## config.mk

```make
export PLATFORM = sky130hd
export DESIGN_NAME = demux_stream
export DESIGN_NICKNAME = d
export VERILOG_FILES = /design/src/rtl/demux_pkg.sv /design/src/rtl/demux_slot.sv /design/src/rtl/demux_stream.sv
export SDC_FILE = /design/constraint.sdc
export NUM_CORES = 1
export LEC_CHECK = 0
export CORE_ASPECT_RATIO = 0.8
export CORE_UTILIZATION = 38
export CTS_CLUSTER_DIAMETER = 80
export DETAILED_ROUTE_END_ITERATION = 8
export HOLD_SLACK_MARGIN = 0.1
export PLACE_DENSITY = 0.75
export SYNTH_ARGS = -nofsm -noshare
export SYNTH_HDL_FRONTEND = slang
export SYNTH_SLANG_ARGS = --single-unit
```

## constraint.sdc

```tcl
create_clock -name clk -period 1.3 [get_ports clk]
set_input_delay 0.325 -clock clk [delete_from_list [all_inputs] [get_ports clk]]
set_output_delay 0.325 -clock clk [all_outputs]
set_load 0.1 [all_outputs]
```

## src/rtl/demux_pkg.sv

```systemverilog
// Shared types and constants for the 1:2 stream demultiplexer.
package demux_pkg;

  typedef enum logic {
    SLOT_EMPTY = 1'b0,
    SLOT_FULL  = 1'b1
  } slot_state_t;

  localparam int               CNT_W   = 16;
  localparam logic [CNT_W-1:0] CNT_MAX = 16'hFFFF;

endpackage

```

## src/rtl/demux_slot.sv

```systemverilog
// Single-entry output slot: takes a word on wr, offers it until the sink drains it.
// state | meaning
// SLOT_EMPTY | no word held, data keeps last value
// SLOT_FULL  | word held and offered on valid/data
module demux_slot
  import demux_pkg::*;
#(
  parameter int WIDTH = 16
) (
  input  logic             clk,
  input  logic             rst,
  input  logic             wr,
  input  logic [WIDTH-1:0] wr_data,
  input  logic             rd_ready,
  output logic             valid,
  output logic [WIDTH-1:0] data,
  output slot_state_t      state
);

  slot_state_t      state_q;
  logic             valid_q;
  logic [WIDTH-1:0] data_q;

  always_ff @(posedge clk or posedge rst) begin
    if (rst) begin
      state_q <= SLOT_EMPTY;
      valid_q <= 1'b0;
      data_q  <= '0;
    end else begin
      case (state_q)
        SLOT_EMPTY: begin
          if (wr) begin
            state_q <= SLOT_FULL;
            valid_q <= 1'b1;
            data_q  <= wr_data;
          end
        end
        SLOT_FULL: begin
          // A write while full only arrives together with a drain, so it replaces the word.
          if (wr) begin
            data_q <= wr_data;
          end else if (rd_ready) begin
            state_q <= SLOT_EMPTY;
            valid_q <= 1'b0;
          end
        end
        default: begin
          state_q <= SLOT_EMPTY;
          valid_q <= 1'b0;
        end
      endcase
    end
  end

  assign valid = valid_q;
  assign data  = data_q;
  assign state = state_q;

endmodule

```

## src/rtl/demux_stream.sv

```systemverilog
// Registered 1:2 stream demux steering each word by in_sel into one of two slots.
// Optional per-output accepted-word counters are built when DEMUX_CNT_EN is defined.
module demux_stream
  import demux_pkg::*;
#(
  parameter int WIDTH = 16
) (
  input  logic             clk,
  input  logic             rst,
  input  logic             in_valid,
  output logic             in_ready,
  input  logic [WIDTH-1:0] in_data,
  input  logic             in_sel,
  output logic             out0_valid,
  input  logic             out0_ready,
  output logic [WIDTH-1:0] out0_data,
  output logic             out1_valid,
  input  logic             out1_ready,
  output logic [WIDTH-1:0] out1_data
`ifdef DEMUX_CNT_EN
  ,
  output logic [CNT_W-1:0] out0_count,
  output logic [CNT_W-1:0] out1_count
`endif
);

  slot_state_t state0, state1;
  logic        can0, can1;
  logic        wr0, wr1;

  // Ready only looks at the selected slot, so a stalled sink never blocks the other path.
  assign can0     = (state0 == SLOT_EMPTY) | out0_ready;
  assign can1     = (state1 == SLOT_EMPTY) | out1_ready;
  assign in_ready = in_sel ? can1 : can0;
  assign wr0      = in_valid & in_ready & ~in_sel;
  assign wr1      = in_valid & in_ready & in_sel;

  demux_slot #(.WIDTH(WIDTH)) u_slot0 (
    .clk      (clk),
    .rst      (rst),
    .wr       (wr0),
    .wr_data  (in_data),
    .rd_ready (out0_ready),
    .valid    (out0_valid),
    .data     (out0_data),
    .state    (state0)
  );

  demux_slot #(.WIDTH(WIDTH)) u_slot1 (
    .clk      (clk),
    .rst      (rst),
    .wr       (wr1),
    .wr_data  (in_data),
    .rd_ready (out1_ready),
    .valid    (out1_valid),
    .data     (out1_data),
    .state    (state1)
  );

`ifdef DEMUX_CNT_EN
  logic [CNT_W-1:0] cnt0_q, cnt1_q;

  always_ff @(posedge clk or posedge rst) begin
    if (rst) begin
      cnt0_q <= '0;
      cnt1_q <= '0;
    end else begin
      if (wr0 && (cnt0_q != CNT_MAX)) cnt0_q <= cnt0_q + 16'd1;
      if (wr1 && (cnt1_q != CNT_MAX)) cnt1_q <= cnt1_q + 16'd1;
    end
  end

  assign out0_count = cnt0_q;
  assign out1_count = cnt1_q;
`endif

endmodule

```

# After elaboration in Yosys (flattened, before gate mapping)
# Cells that the tools add are included.
# classes
bitwise,8
n_eq_ne,6
mux,19
reduce_logical,2
# op_table
op,count
16-bit two-way mux,2
1-bit two-way mux,13
2-bit inequality test (second input constant),4
1-bit case mux with 2 select lines,4
3-bit AND reduction,2
2-bit by 1-bit inequality test with 1-bit output (second input constant),2
1-bit bitwise AND,3
1-bit NOT,3
1-bit bitwise OR,2
# totals
out_inout_bits,35
in_bits,22
elab_cells,41
register_bits,36

# Longest topological paths before layout
# depth
word_depth,7
mapped_depth,4
mapped_depth_nobuf,3

# Hierarchy
# A second synthesis with hierarchy kept.
# unflattened
hier_cells,91
hier_area_um2,1503.9
# modules_own_cells
module,area_each_um2,cells_each,seq_area_each_um2,n_inst
demux_slot,729.4,42,450.4,2
demux_stream,45.0,7,0.0,1

# Worst setup path after synthesis
# No wires, ideal clock.
# synth_timing
path_kind,register to output
from,register u_slot0.state_q (netlist: u_slot0.state)
to,output port in_ready
required_time_ns,0.975
path_stages_with_launch,4
setup_slack_ns,-1.081
arrival_time_ns,2.056
path_cell_list,dfrtp_1 or2b_2 nor2_1 a21oi_1
# synth_via
elab_chain_len,3
# synth_rtl
element,line,text
start: declaration,demux_slot.sv:20,slot_state_t state_q;
start signal: assignment,demux_slot.sv:26,state_q <= SLOT_EMPTY;
start signal: assignment,demux_slot.sv:33,state_q <= SLOT_FULL;
start signal: assignment,demux_slot.sv:43,state_q <= SLOT_EMPTY;
1-bit NOT,demux_stream.sv:32,assign can0 = (state0 == SLOT_EMPTY) | out0_ready;
1-bit bitwise OR,demux_stream.sv:32,
1-bit two-way mux,demux_stream.sv:34,assign in_ready = in_sel ? can1 : can0;
end: declaration,demux_stream.sv:11,"output logic in_ready,"
# No other way between the ends.

# Final worst setup path
# Ends and elaborated chain as after synthesis.

==> flow_summary.yaml <==
power_and_ir_drop:
  vdd_drop_max_v: 0.00160
  switching_power_uw: 2340
  leakagePower_uw: 0.00122
  powerDensity_nw_per_um2: 1930
  intPower_uw: 2820
  switching_share_pct: 45.4
  seqPwrFrac_pct: 30.0
  pwr-share-comb_pct: 54.6
  p_clk_share_pct: 15.4
grt:
  gr-usage-all-layers_pct: 18.8
  grt_antenna_before_repair: 0
  grt_pass1_vias: 1123
  grt_max_degree: 37
  grt-ovfl-total: 0
  grt_pass1_wl_mm: 5.66
setup_path:
  startpoint: "u_slot0.state$_DFF_PP0_"
  cp.arrival_ns: 1.23
  end_kind: "output port"
  path_max_fanout: 2
  timing.rr.start: "u_slot1.state$_DFF_PP0_"
  cp-start-kind: "flip-flop"
  cp.required_ns: 0.98
  r2r-end: "u_slot1.data[15]$_DFFE_PP0P_"
  critical_path_class: "reg -> out"
  ff2ff_setup_slack_ns: -0.11
  reg2reg_depth: 5
synth:
  syn_inst: 89
  yosysSeqAreaShare_pct: 63.9
  synth_seq_cells: 36
  ys_warn_count: 0
  syn_area_um2: 1410
  synth.distinct_cells: 15
  avgSynthCellArea_um2: 15.8
  synth_fp_nets: 111
detailed_routing:
  ant_nets: 0
  wl_per_cell_um: 16.5
  drc: 0
  dr.pass1.iters: 4
  drtIter0Drc: 43
  avgViaCountPerCell: 4.85
  vias: 995
  routed_wl_mm: 3.38
clock_tree:
  cts_hold_buf: 0
  clkSlewWorstSetupHoldPaths_ns: 0.07
  cts_made_buffers: 5
  cts_root_buffer: "clkbuf_8"
  cts_buffer_depth: 2
  cts.sinks: 36
  clk_latency_ns: 0.27
  h-tree-depth: 2
  cts_tree: "built"
sta:
  period_share_pct: 120
  relSlewSlack_pct: 86.9
  worst_pin_slew_ns: 0.197
  max_freq_mhz: 643
  grt_setup_unrepaired: "true"
  finalCriticalPeriod_ns: 1.55
  layout_setup_ws_ns: -0.255
  skew_ns: 0.00277
  hold_viol: 0
  setup_viol: 33
  tns_ns: -2.84
  slew_viol_final: 0
min_path:
  holdCritPathClass: "in -> async"
layout:
  nNetsFinal: 184
  antennaDiodeCount: 0
  multi_input_area_um2: 577
  fill_cells: 215
  drive_gt1_share_pct: 58.3
  final-seq-area_um2: 901
  syn2layout_area_growth_pct: 89.2
  final_cell_count_no_fill: 205
die:
  core_area_um2: 3490
  die_width_um: 70.1
  die_h_um: 56.5
  dieArea_um2: 3960
  initial_core_util_pct: 40.3
  ios: 57
  rows: 19
outcome:
  violations: "negative setup slack"
  run_status: "finished with violations"
placed_design:
  place_hpwl_mm: 2.38
  dpl.cell_count: 192
  gp_congestion: 0.814
  io_buffer_count: 56
run:
  drv_cap: 0
through the flow:
step / power [µW] / setup slack, ns / utilization, % / hold WS, ns / instance area, µm²
finish: 5160 / -0.255 / 76.3 / 0.389 / 2670
global route: 5320 / -0.298 / 76.3 / 0.396 / 2670
CTS: 5190 / -0.274 / 75.9 / 0.400 / 2650
detailed placement: 4320 / -0.540 / 70.2 / 0.463 / 2450
global placement: 4280 / -0.506 / 70.2 / 0.444 / 2450
floorplan: 3190 / -0.179 / - / 0.422 / 1460
layout by cell type, fill, tap and decap left out:
master / count
dfrtp_1: 36
buf_8: 1
inv_1: 4
buf_12: 36
a31oi_1: 2
a21oi_4: 1
buf_6: 4
or2b_4: 1
nand2_8: 2
a21oi_1: 2
dlygate4sd2_1: 3
dlymetal6s2s_1: 1
clkbuf_8: 6
clkdlybuf4s50_1: 17
nand2_1: 1
mux2_4: 17
mux2_2: 15
nand2_2: 1
o21ai_0: 2
and2b_4: 2
clkinv_2: 2
buf_4: 5
nor2_4: 2
kinds of logic (layout without fill, tap and decap cells):
| group | count (synthesis) | after routing | synth area share (%) |
|---|---|---|---|
| and+or+nand+nor | 8 | 9 | 4.35 |
| buffers and inverters | 6 | 79 | 3.46 |
| DFF | 36 | 36 | 63.9 |
| AOI/OAI and AO/OA | 7 | 7 | 2.66 |
| muxes | 32 | 32 | 25.6 |
state kept, by name, indices dropped and copies added (netlist names):
| name | cells |
|---|---|
| u_slot0.state | 1 |
| u_slot1.state | 1 |
| u_slot1.data | 16 |
| u_slot0.valid | 1 |
| u_slot1.valid | 1 |
| u_slot0.data | 16 |
routing by layer:
metal	wire, µm	global-route usage (%)
met5	0	0
met4	51	7.43
met3	268	8.08
met2	1720	31.9
met1	1340	21.0
power by group through the flow:
stage	Combinational, µW	Clock (µW)	Sequential (µW)
3_5_place_dp	2760	0	1570
4_1_cts	2820	823	1550
2_1_floorplan	317	0	2870
6_report	2820	795	1540
5_1_grt	2880	870	1570
3_3_place_gp	2730	0	1550
critical path, cell delays in order (launching register included):
cell and delay (ns):
dfrtp_1 0.38, or2b_4 0.22, nor2_4 0.04, a21oi_4 0.13, buf_12 0.19
final cells by class:
type / count / area share (%)
Clock buffer: 6 / 3.10
Timing Repair Buffer: 67 / 38.5
Sequential cell: 36 / 33.8
Multi-Input combinational cell: 48 / 21.6
Inverter: 4 / 0.563
Clock inverter: 2 / 0.376
Tap cell: 42 / 1.97
synth_stat cells:
cell type / number / area [µm²]
nand2_1: 2 / 7.51
and2b_2: 1 / 8.76
nor2_1: 1 / 3.75
mux2_2: 32 / 360
clkbuf_8: 1 / 13.8
nand2_4: 1 / 11.3
a31oi_1: 2 / 12.5
buf_12: 1 / 20.0
a21oi_1: 3 / 15.0
nor2_4: 1 / 11.3
dfrtp_1: 36 / 901
and2b_4: 1 / 10.0
or2b_2: 1 / 8.76
o21ai_0: 2 / 10.0
inv_1: 4 / 15.0
what timing repair did:
item | in CTS | in global routing
gates cloned | 1 | 0
setup endpoints to repair | 33 | 33
gates resized for setup | 20 | 4
setup buffers | 4 | 1
pin swaps | 3 | 3
how the worst max path moves through the flow:
stage,slack [ns],end
2_1_floorplan,-0.18,in_ready
3_3_place_gp,-0.51,in_ready
3_5_place_dp,-0.54,u_slot1.data[15]$_DFFE_PP0P_
4_1_cts,-0.27,in_ready
5_1_grt,-0.30,in_ready
6_report,-0.25,in_ready
No activity file was read; power rests on OpenSTA's default activity.
